<file path="config.mk">
export PLATFORM = sky130hd
export DESIGN_NAME = pll_mode_sequencer
export DESIGN_NICKNAME = d
export VERILOG_FILES = /design/src/rtl/pll_mode_sequencer.sv
export SDC_FILE = /design/constraint.sdc
export NUM_CORES = 1
export LEC_CHECK = 0
export CAP_MARGIN = 20
export CELL_PAD_IN_SITES_DETAIL_PLACEMENT = 2
export CELL_PAD_IN_SITES_GLOBAL_PLACEMENT = 2
export CORE_MARGIN = 5
export CORE_UTILIZATION = 40
export DETAILED_ROUTE_END_ITERATION = 8
export PLACE_DENSITY_LB_ADDON = 0.2
export SLEW_MARGIN = 15
export SYNTH_ARGS = -nofsm -noshare
export SYNTH_HDL_FRONTEND = slang
export SYNTH_SLANG_ARGS = --single-unit
export TNS_END_PERCENT = 30
</file>
<file path="constraint.sdc">
create_clock -name clock -period 3.4 [get_ports clock]
set_clock_uncertainty 0.05 [all_clocks]
set_input_delay 0.85 -clock clock [delete_from_list [all_inputs] [get_ports clock]]
set_output_delay 0.85 -clock clock [all_outputs]
set_load 0.01 [all_outputs]
</file>
<file path="src/rtl/pll_mode_sequencer.sv">
// pll_mode_sequencer: turns a requested video mode index into the ROM selector and reset pulse for the
// reconfigurable PLL wrapper. It filters request glitches, waits for qualified lock with timeout/retry,
// and holds the video domain in reset until lock is qualified for the applied mode.
// Ports: clock/reset_n (async active-low); mode_req, pll_locked (async, 2-flop synchronised);
//   pll_data/mode_active (applied mode), pll_reset (active-high PLL reset), video_reset_n,
//   busy (not RUN/FAIL), error (FAIL).
// Optional feature: define PLL_LOCKLOSS_RECOVERY_EN to re-pulse pll_reset on lock loss in RUN;
//   by default lock loss in RUN only returns to WAIT_LOCK and leaves recovery to the wrapper.
`timescale 1ns/1ps
module pll_mode_sequencer #(
  parameter logic [7:0] DEFAULT_MODE  = 8'd0,
  parameter int         STABLE_CYCLES = 16,
  parameter int         RESET_CYCLES  = 32,
  parameter int         LOCK_STABLE   = 256,
  parameter int         LOCK_TIMEOUT  = 2**20,
  parameter int         MAX_RETRIES   = 3
) (
  input  logic       clock,
  input  logic       reset_n,
  input  logic [7:0] mode_req,
  input  logic       pll_locked,
  output logic [7:0] pll_data,
  output logic       pll_reset,
  output logic       video_reset_n,
  output logic [7:0] mode_active,
  output logic       busy,
  output logic       error
);

  localparam int SW = $clog2(STABLE_CYCLES + 1);
  localparam int RW = $clog2(RESET_CYCLES + 1);
  localparam int LW = $clog2(LOCK_STABLE + 1);
  localparam int TW = $clog2(LOCK_TIMEOUT + 1);
  localparam int NW = (MAX_RETRIES > 0) ? $clog2(MAX_RETRIES + 1) : 1;

  localparam logic [SW-1:0] STABLE_LAST  = SW'(STABLE_CYCLES - 1);
  localparam logic [RW-1:0] PULSE_LAST   = RW'(RESET_CYCLES - 1);
  localparam logic [LW-1:0] LOCK_LAST    = LW'(LOCK_STABLE - 1);
  localparam logic [TW-1:0] TIMEOUT_LAST = TW'(LOCK_TIMEOUT - 1);
  localparam logic [NW-1:0] RETRY_MAX    = NW'(MAX_RETRIES);

  typedef enum logic [2:0] {SETTLE, APPLY, WAIT_LOCK, RUN, FAIL} state_t;

  state_t state, state_next;

  logic [7:0]    req_meta, req_sync, req_prev;
  logic          lock_meta, lock_sync;
  logic [7:0]    mode_q;
  logic          pll_reset_q;
  logic [SW-1:0] stable_cnt;
  logic [RW-1:0] pulse_cnt;
  logic [LW-1:0] lock_cnt;
  logic [TW-1:0] timeout_cnt;
  logic [NW-1:0] retries;
  logic          mode_change;

  // Synchronisers; req_prev is one more stage so SETTLE can compare consecutive samples.
  always_ff @(posedge clock or negedge reset_n) begin
    if (!reset_n) begin
      req_meta  <= DEFAULT_MODE;
      req_sync  <= DEFAULT_MODE;
      req_prev  <= DEFAULT_MODE;
      lock_meta <= 1'b0;
      lock_sync <= 1'b0;
    end else begin
      req_meta  <= mode_req;
      req_sync  <= req_meta;
      req_prev  <= req_sync;
      lock_meta <= pll_locked;
      lock_sync <= lock_meta;
    end
  end

  // A request equal to the applied mode never counts as a change.
  assign mode_change = (req_sync != mode_q);

  // State register
  always_ff @(posedge clock or negedge reset_n) begin
    if (!reset_n) state <= SETTLE;
    else          state <= state_next;
  end

  // Next-state logic; mode change always takes priority over lock/timeout events.
  always_comb begin
    state_next = state;
    case (state)
      SETTLE:    if (req_sync == req_prev && stable_cnt == STABLE_LAST) state_next = APPLY;
      APPLY:     if (pulse_cnt == PULSE_LAST) state_next = WAIT_LOCK;
      WAIT_LOCK: begin
        if (mode_change)                             state_next = SETTLE;
        else if (lock_sync && lock_cnt == LOCK_LAST) state_next = RUN;
        else if (timeout_cnt == TIMEOUT_LAST)        state_next = (retries < RETRY_MAX) ? APPLY : FAIL;
      end
      RUN: begin
        if (mode_change) state_next = SETTLE;
`ifdef PLL_LOCKLOSS_RECOVERY_EN
        else if (!lock_sync) state_next = APPLY;
`else
        else if (!lock_sync) state_next = WAIT_LOCK;
`endif
      end
      FAIL:      if (mode_change) state_next = SETTLE;
      default:   state_next = SETTLE;
    endcase
  end

  // Per-state counters restart on every state change; all saturate at their last value.
  always_ff @(posedge clock or negedge reset_n) begin
    if (!reset_n) begin
      stable_cnt  <= '0;
      pulse_cnt   <= '0;
      lock_cnt    <= '0;
      timeout_cnt <= '0;
    end else if (state_next != state) begin
      stable_cnt  <= '0;
      pulse_cnt   <= '0;
      lock_cnt    <= '0;
      timeout_cnt <= '0;
    end else begin
      case (state)
        SETTLE: begin
          if (req_sync != req_prev)        stable_cnt <= '0;
          else if (stable_cnt != STABLE_LAST) stable_cnt <= stable_cnt + 1'b1;
        end
        APPLY: if (pulse_cnt != PULSE_LAST) pulse_cnt <= pulse_cnt + 1'b1;
        WAIT_LOCK: begin
          if (!lock_sync)                lock_cnt <= '0;
          else if (lock_cnt != LOCK_LAST) lock_cnt <= lock_cnt + 1'b1;
          if (timeout_cnt != TIMEOUT_LAST) timeout_cnt <= timeout_cnt + 1'b1;
        end
        default: ;
      endcase
    end
  end

  // Applied mode, PLL reset and retry bookkeeping.
  always_ff @(posedge clock or negedge reset_n) begin
    if (!reset_n) begin
      mode_q      <= DEFAULT_MODE;
      pll_reset_q <= 1'b1;
      retries     <= '0;
    end else begin
      // Only a fresh request from SETTLE changes the selector; retries re-apply the same mode.
      if (state == SETTLE && state_next == APPLY) mode_q <= req_sync;
      // SETTLE keeps whatever level pll_reset already has.
      if (state_next == APPLY)       pll_reset_q <= 1'b1;
      else if (state_next != SETTLE) pll_reset_q <= 1'b0;
      if (state == RUN || state_next == SETTLE)
        retries <= '0;
      else if (state == WAIT_LOCK && state_next == APPLY && retries != RETRY_MAX)
        retries <= retries + 1'b1;
    end
  end

  // Outputs
  always_comb begin
    pll_data      = mode_q;
    mode_active   = mode_q;
    pll_reset     = pll_reset_q;
    video_reset_n = (state == RUN);
    busy          = !(state == RUN || state == FAIL);
    error         = (state == FAIL);
  end

endmodule

</file>
==> flow_summary.ini, run 1 <==
[setup_path]
cp.arrival_ps = 3240
reg2reg_from = lock_cnt[0]
endpoint = timeout_cnt[8]
reg2reg_slack_ps = 390
end_kind = register
ff2ff_path_depth = 13
crit_type = reg -> reg
startpoint_type = register
crit_fanout = 12
cp-startpoint = lock_cnt[0]
worst_r2r_endpoint = timeout_cnt[8]
cp.required_ps = 3630

[logic_synthesis]
syn_area_um2 = 4170
syn-num-nets = 380
synthArstFlopShare = 1.00
ys_ff_latch = 81
synth_edf_count = 0
synth_cell_types = 54
syn_inst = 362
synth_warnings = 0
synth_ff_type = dfrtp_1
yosysSeqAreaShare = 0.486
avgSynthCellArea_um2 = 11.5

[die]
core_area_um2 = 10200
initial_core_util = 0.408
die-area_um2 = 12600
rows = 37
die_h_um = 112
fp.dieW_um = 112
ios = 31

[global_routing]
grt_max_degree = 82
grt_usage = 0.167
antenna_found_initial = 0
grt_pass1_wl_um = 16800
grt_pass1_vias = 3256
overflow = 0

[routing]
drt-initial-drc-count = 55
dr.pass1.iters = 4
vias_per_cell = 5.38
wirelength_um = 9880
route.detailed.drc = 0
via_count = 2854
final_antenna_net_count = 0
wl_per_cell_um = 18.6

[sta]
slew_headroom = 0.529
fin_tns_setup_ps = 0
final.period_utilization = 0.885
finalCriticalPeriod_ps = 3010
max_freq_mhz = 332
finalHoldViolations = 0
worstMarginPinSlew_ps = 702
hold_slack_ps = 305
rsz0062_at_grt = no
setup_slack_ps = 390
slew_viol_final = 0
setup_violations = 0

[clock_network]
cts_setup_buffers = 0
clock-sinks = 81
cts_root_buf = clkbuf_8
path_clk_slew_ps = 90
cts_made_buffers = 9
cts_hold_buf = 0
clock_latency_ps = 360
htree_levels = 3
ctsResizeCount = 0
cts_max_path_buffers = 2
cts_tree = yes

[final_layout]
layout_commonest_cell = dfrtp_1
final_cell_mix = 80 x dfrtp_1, 40 x nor3_2, 29 x clkdlybuf4s50_1
nNetsFinal = 407
drive_gt1_frac = 0.223
area_growth_pct = 14.3
n_antenna_cell = 0

[placed_design]
port_buffers = 30
dp_slack_ps = 427
dp_hpwl_um = 6820
place_congestion = 0.701

[hold_path]
min_path_type = reg -> reg

[pwr]
power_mw = 1.73
p_per_area_nw_per_um2 = 362
max-vdd-ir-drop_v = 0.000237
power.leakage_nw = 2.18

[run_status]
status = finished, final reports clean

[job]
maxCapViolCount = 0
metrics by stage:
stage | instances | cell area [um^2] | utilization
floorplan | 362 | 4170 | -
global placement | 513 | 4550 | 0.445
detailed placement | 513 | 4550 | 0.445
CTS | 529 | 4740 | 0.463
global route | 530 | 4770 | 0.466
finish | 530 | 4770 | 0.466
worst min path at each step:
stage	start	end	slack, ps	cells past startpoint
floorplan	lock_meta	lock_sync	280	0
global placement	lock_meta	lock_sync	280	0
detailed placement	req_meta[4]	req_sync[4]	290	0
CTS	req_meta[4]	req_sync[4]	300	0
global route	req_meta[4]	req_sync[4]	300	0
finish	req_meta[0]	req_sync[0]	300	0
synthesized netlist by cell type (6+ instances only):
cell	count	area [um^2]
dfrtp_1	80	2000
buf_4	8	60.1
nand4_1	11	68.8
ha_1	7	87.6
xnor2_1	22	193
mux2_2	9	101
and3_1	12	75.1
mux2i_1	6	60.1
xor2_1	18	158
nand3_1	10	50.1
nor3_2	40	400
o21ai_0	7	35.0
inv_1	13	48.8
nor2_1	18	67.6
buf_2	8	40.0
nand2_1	16	60.1
a22oi_1	8	60.1
a21oi_1	7	35.0
nor3b_1	6	45.0
per-layer routing:
metal / GRT usage / routed length, um
met5: 0 / 0
met4: 0.0489 / 148
met3: 0.0350 / 196
met2: 0.290 / 5030
met1: 0.209 / 4510
cell type report:
type	count	area (um^2)
inverters	13	48.8
clock inverters	6	50.0
clock buffers	10	138
repair buffers	38	390
multi-input cells	246	1940
flip-flops and latches	81	2030
fillers	1082	5460
well taps	136	170
registers in the layout (all words and copies together), names as in the netlist:
name / flops
timeout_cnt: 21
lock_cnt: 9
mode_active: 8
req_meta: 8
req_prev: 8
req_sync: 8
pulse_cnt: 6
stable_cnt: 5
state: 3
retries: 2
lock_meta: 1
lock_sync: 1
pll_reset: 1
worst max-delay path, cell delays in order, from the launching register on:
cell	delay (ps)
dfrtp_1	410
ha_1	220
and3_1	200
and3_1	200
and3_1	170
ha_1	200
nand2_1	90
and3_1	260
and4_1	220
mux2i_1	150
nand4_1	140
buf_4	220
buf_4	210
nor3_2	180
logic make-up after synthesis:
kind of cell / count (synthesis) / share of synthesized area
compound gates: 44 / 0.0831
xor+xnor: 40 / 0.0840
fa+ha+maj: 7 / 0.0210
mux: 15 / 0.0387
flops: 81 / 0.486
simple gates: 140 / 0.239
buf+inv: 35 / 0.0483
power breakdown:
part           internal [mW]  switching [mW]  total [mW]  leakage (nW)
registers              0.978          0.0138       0.992          1.07
logic                 0.0221          0.0286      0.0507          1.02
clock network          0.294           0.390       0.685        0.0948
total                   1.29           0.433        1.73          2.18
No activity file was read; power rests on OpenSTA's default activity.
==> inputs of run 2 (changes only) <==
--- a/config.mk
+++ b/config.mk
@@ -12,7 +12,7 @@
 export CORE_UTILIZATION = 40
 export DETAILED_ROUTE_END_ITERATION = 8
 export PLACE_DENSITY_LB_ADDON = 0.2
-export SLEW_MARGIN = 15
+export SLEW_MARGIN = 25
 export SYNTH_ARGS = -nofsm -noshare
 export SYNTH_HDL_FRONTEND = slang
 export SYNTH_SLANG_ARGS = --single-unit
==> run 2 against run 1 <==
Compared with the run above:
- non-clock buffer count unchanged
- wire length increased by 2.1%
- maximum frequency is 0.23% lower
- largest cell class unchanged
- cell area is 1.2% higher
- critical endpoint is now video_reset_n
- global-route usage increased by 0.20 points
- setup slack worse by 6.9 ps
- utilization up 0.54 points
- cell count unchanged
- critical path type is now reg -> out
- register-to-register slack hardly changed
- via count rose by 0.39%
- sequential share of layout area shrank 0.49 points
==> flow_summary.ini, run 2 (synthesis gave the netlist of run 1 again) <==
[sta]
max_freq_mhz = 331
hold_slack_ps = 305
setup_slack_ps = 383
final.period_utilization = 0.887
slew_headroom = 0.534
fin_tns_setup_ps = 0
finalCriticalPeriod_ps = 3020
worstMarginPinSlew_ps = 695
setup_violations = 0
rsz0062_at_grt = no
finalHoldViolations = 0
slew_viol_final = 0

[pwr]
netSwitchingFraction = 0.225
p_seq_frac = 0.514
clkPwrFrac = 0.461
p_int_mw = 1.50
power.leakage_nw = 2.20
p_per_area_nw_per_um2 = 400
combPwrFrac = 0.025
max-vdd-ir-drop_v = 0.000169
power_switching_uw = 435

[hold_path]
min_path_type = reg -> reg
min_path_cells = 0
min_from = req_meta[0]
hold_end = req_sync[0]

[routing]
drt-initial-drc-count = 76
vias_per_cell = 5.41
final_antenna_net_count = 0
via_count = 2865
wirelength_um = 10100
wl_per_cell_um = 19.0
dr.pass1.iters = 4
route.detailed.drc = 0

[clock_network]
htree_levels = 3
cts_root_buf = clkbuf_8
ctsResizeCount = 0
clock-sinks = 81
path_clk_slew_ps = 90
cts_hold_buf = 0
cts_tree = yes
clock_latency_ps = 360
cts_setup_buffers = 0
cts_max_path_buffers = 2
cts_made_buffers = 9

[final_layout]
multi_input_comb_area_um2 = 1940
drive_gt1_frac = 0.223
area_growth_pct = 15.6
layout_commonest_cell = dfrtp_1
top_register = timeout_cnt
n_antenna_cell = 0
largest_register_ffs = 21
nNetsFinal = 407
seqCellArea_um2 = 2030
reg_top3 = timeout_cnt (21), lock_cnt (9)
final.fill_count = 1070
final_cell_mix = 80 x dfrtp_1, 40 x nor3_2, 29 x clkdlybuf4s50_1

[die]
ios = 31
core_area_um2 = 10200
die_h_um = 112
initial_core_util = 0.408
fp.dieW_um = 112
die-area_um2 = 12600
rows = 37

[placed_design]
port_buffers = 30
place_congestion = 0.701
dp_slack_ps = 426
dp_hpwl_um = 7020

[global_routing]
antenna_found_initial = 0
overflow = 0
grt_usage = 0.169
grt_max_degree = 52
grt_pass1_wl_um = 17200
grt_pass1_vias = 3278

[job]
maxCapViolCount = 0

[run_status]
status = finished, final reports clean

[setup_path]
crit_type = reg -> out
end_kind = output pin
reg2reg_slack_ps = 390
reg2reg_from = lock_cnt[0]
startpoint_type = register
crit_fanout = 11
cp.required_ps = 2500
worst_r2r_endpoint = timeout_cnt[1]
cp.arrival_ps = 2120
ff2ff_path_depth = 13
run 2: metrics by stage:
| step | power, mW | cells | cell area, um^2 | utilization |
|---|---|---|---|---|
| finish | 1.93 | 530 | 4820 | 0.471 |
| global route | 2.01 | 530 | 4820 | 0.471 |
| CTS | 1.96 | 530 | 4820 | 0.471 |
| detailed placement | 1.06 | 514 | 4570 | 0.447 |
| global placement | 1.06 | 513 | 4550 | 0.445 |
| floorplan | 1.02 | 362 | 4170 | - |
run 2: critical path, stage by stage, from the launching register on:
cell             delay, ps
dfrtp_1                580
inv_1                  150
or2_2                  370
inv_1                  100
clkdlybuf4s50_1        550
run 2: worst max path at each step:
| stage | from | to | cells past startpoint |
|---|---|---|---|
| after floorplan | lock_cnt[0] | lock_cnt[0] | 12 |
| after global placement | lock_cnt[0] | timeout_cnt[12] | 13 |
| after detailed placement | lock_cnt[0] | timeout_cnt[0] | 13 |
| after CTS | state[2] | video_reset_n | 4 |
| after global routing | lock_cnt[0] | timeout_cnt[10] | 13 |
| final | state[0] | video_reset_n | 4 |
run 2: layer usage:
layer | track usage | wire length [um]
met1 | 0.213 | 4520
met2 | 0.295 | 5260
met3 | 0.0296 | 144
met4 | 0.0505 | 163
met5 | 0 | 0
run 2: layout make-up:
cell class / count / share of cell area
flip-flops and latches: 81 / 0.420
multi-input cells: 246 / 0.403
repair buffers: 38 / 0.0794
well taps: 136 / 0.0353
clock inverters: 7 / 0.0262
clock buffers: 9 / 0.0257
inverters: 13 / 0.0101
run 2: power by group through the flow:
stage                     clock network (mW)  registers, mW  logic, mW
after global routing                   0.958          0.995     0.0560
after detailed placement                   0           1.01     0.0503
after global placement                     0           1.01     0.0472
final                                  0.889          0.992     0.0489
after floorplan                            0           1.01     0.0148
after CTS                              0.912          0.993     0.0512
==> inputs of run 3 (changes only) <==
--- a/config.mk
+++ b/config.mk
@@ -8,8 +8,9 @@
 export CAP_MARGIN = 20
 export CELL_PAD_IN_SITES_DETAIL_PLACEMENT = 2
 export CELL_PAD_IN_SITES_GLOBAL_PLACEMENT = 2
+export CORE_ASPECT_RATIO = 1.1
 export CORE_MARGIN = 5
-export CORE_UTILIZATION = 40
+export CORE_UTILIZATION = 36
 export DETAILED_ROUTE_END_ITERATION = 8
 export PLACE_DENSITY_LB_ADDON = 0.2
 export SLEW_MARGIN = 25
==> constraint.sdc (replaced) <==
create_clock -name clock -period 2.7 [get_ports clock]
set_clock_uncertainty 0.05 [all_clocks]
set_input_delay 0.675 -clock clock [delete_from_list [all_inputs] [get_ports clock]]
set_output_delay 0.675 -clock clock [all_outputs]
set_load 0.01 [all_outputs]
==> run 3 against run 2 <==
Compared with the run above:
- setup slack lost 360 ps
- sequential power grew 26%
- wire length grew 10%
- cell count grew 7.5%
- power grew 30%
- sequential cell count is the same
- first-iteration DRC count grew 67%
- clock-buffer cell count grew 2
==> flow_summary.ini, run 3 (synthesis gave the netlist of run 1 again) <==
[final_layout]
final.fill_count = 1125
nNetsFinal = 433
top_register = timeout_cnt
reg_top3 = timeout_cnt (21), lock_cnt (9)
layout_commonest_cell = dfrtp_1
final_cell_mix = 77 x dfrtp_1, 28 x clkdlybuf4s50_1, 26 x buf_4
area_growth_pct = 28.5
seqCellArea_um2 = 2030
n_antenna_cell = 0
drive_gt1_frac = 0.310
multi_input_comb_area_um2 = 2130
final_cell_area_um2 = 5360
largest_register_ffs = 21
fin_cells = 570

[sta]
max_freq_mhz = 373
setup_slack_ps = 22.3
worstMarginPinSlew_ps = 692
setup_violations = 0
slew_viol_final = 0
finalHoldViolations = 0
final.period_utilization = 0.992
hold_slack_ps = 245
rsz0062_at_grt = yes
slew_headroom = 0.536
finalCriticalPeriod_ps = 2680

[routing]
final_antenna_net_count = 0
wl_per_cell_um = 19.5
vias_per_cell = 5.23
via_count = 2983
drt-initial-drc-count = 127
route.detailed.drc = 0
dr.pass1.iters = 4
wirelength_um = 11100

[clock_network]
cts_root_buf = clkbuf_16
clock_latency_ps = 340
cts_hold_buf = 0
cts_made_buffers = 9
cts_tree = yes
clock-sinks = 81
cts_max_path_buffers = 2
path_clk_slew_ps = 60
htree_levels = 3

[setup_path]
crit_chain = ha_2 > and3_4 > and3_4 > and3_4 > ha_4 > nand2_4 > and3_4 > and4_1 > mux2i_1 > nand4_1 > buf_6 > clkbuf_16 > nor3_4
crit_top_cell = and3_4
slowest_delay_ps = 350
reg2reg_slack_ps = 20
cp_top_family = simple AND/OR/NAND/NOR gates
crit_fanout = 8
cp.arrival_ps = 2890
cpMaxStageDelayCell = dfrtp_1
end_kind = register
critPathBufInv = 2
cp.required_ps = 2910
crit_type = reg -> reg
startpoint_type = register

[global_routing]
grt_pass1_wl_um = 17800
grt_usage = 0.162
grt_pass1_vias = 3355
overflow = 0
antenna_found_initial = 0
grt_max_degree = 36

[die]
rows = 41
die_h_um = 123
initial_core_util = 0.365
fp.dieW_um = 113
ios = 31
core_area_um2 = 11400
die-area_um2 = 13800

[pwr]
p_per_area_nw_per_um2 = 467
power_mw = 2.50
max-vdd-ir-drop_v = 0.000230
power.leakage_nw = 2.24

[job]
maxCapViolCount = 0

[run_status]
status = finished, final reports clean

[placed_design]
dp.cells = 543
port_buffers = 30
dp_slack_ps = -121
place_congestion = 0.729
dp_hpwl_um = 7210
placed_area_um2 = 4720

[hold_path]
min_path_type = in -> async
[run 3: changes by cell type in the layout (fill, tap and decap cells not counted), moves of 5 or more]
cell / previous run / this run
nor3_4: 1 / 17
clkbuf_8: 9 / 2
and3_4: 0 / 5
nor3_2: 40 / 24
and3_1: 12 / 7
buf_4: 7 / 26
clkbuf_16: 0 / 11
[run 3: worst paths after layout]
kind                             startpoint             to  cells after the start
worst min-delay path                reset_n    req_sync[2]                      1
worst min register to register  req_meta[6]    req_sync[6]                      0
worst max-delay path            lock_cnt[1]  stable_cnt[1]                     13
min in group clock              req_meta[6]    req_sync[6]                      0
max in group asynchronous           reset_n      pll_reset                      2
worst max register to register  lock_cnt[1]  stable_cnt[1]                     13
[run 3: area by class of cell]
| type | instances | share of cell area |
|---|---|---|
| clock buffers | 11 | 0.0472 |
| well taps | 150 | 0.0350 |
| repair buffers | 64 | 0.124 |
| flip-flops and latches | 81 | 0.379 |
| multi-input cells | 246 | 0.398 |
| clock inverters | 5 | 0.00700 |
| inverters | 13 | 0.00910 |
[run 3: timing repair]
item / in CTS / in global routing
resized for setup: 13 / 32
endpoints found under the setup margin: 44 / 46
pin swaps: 3 / 29
gates cloned: 1 / 2
buffers inserted: 4 / 4
[run 3: report_power, final]
part	switching, mW	internal, mW
clock network	0.511	0.677
logic	0.0369	0.0280
registers	0.0182	1.23
[run 3: metal layers]
layer	vias up	GRT usage	wire [um]
met1	1550	0.197	4750
met2	25	0.293	6040
met4	0	0.0488	124
li1	1397	-	-
met5	-	0	0
met3	11	0.0299	204
[run 3: metrics by stage]
step                utilization  TNS [ps]
global route              0.469     -3570
global placement          0.412      -502
finish                    0.469         0
floorplan                     -         0
detailed placement        0.412     -3100
CTS                       0.447     -19.7
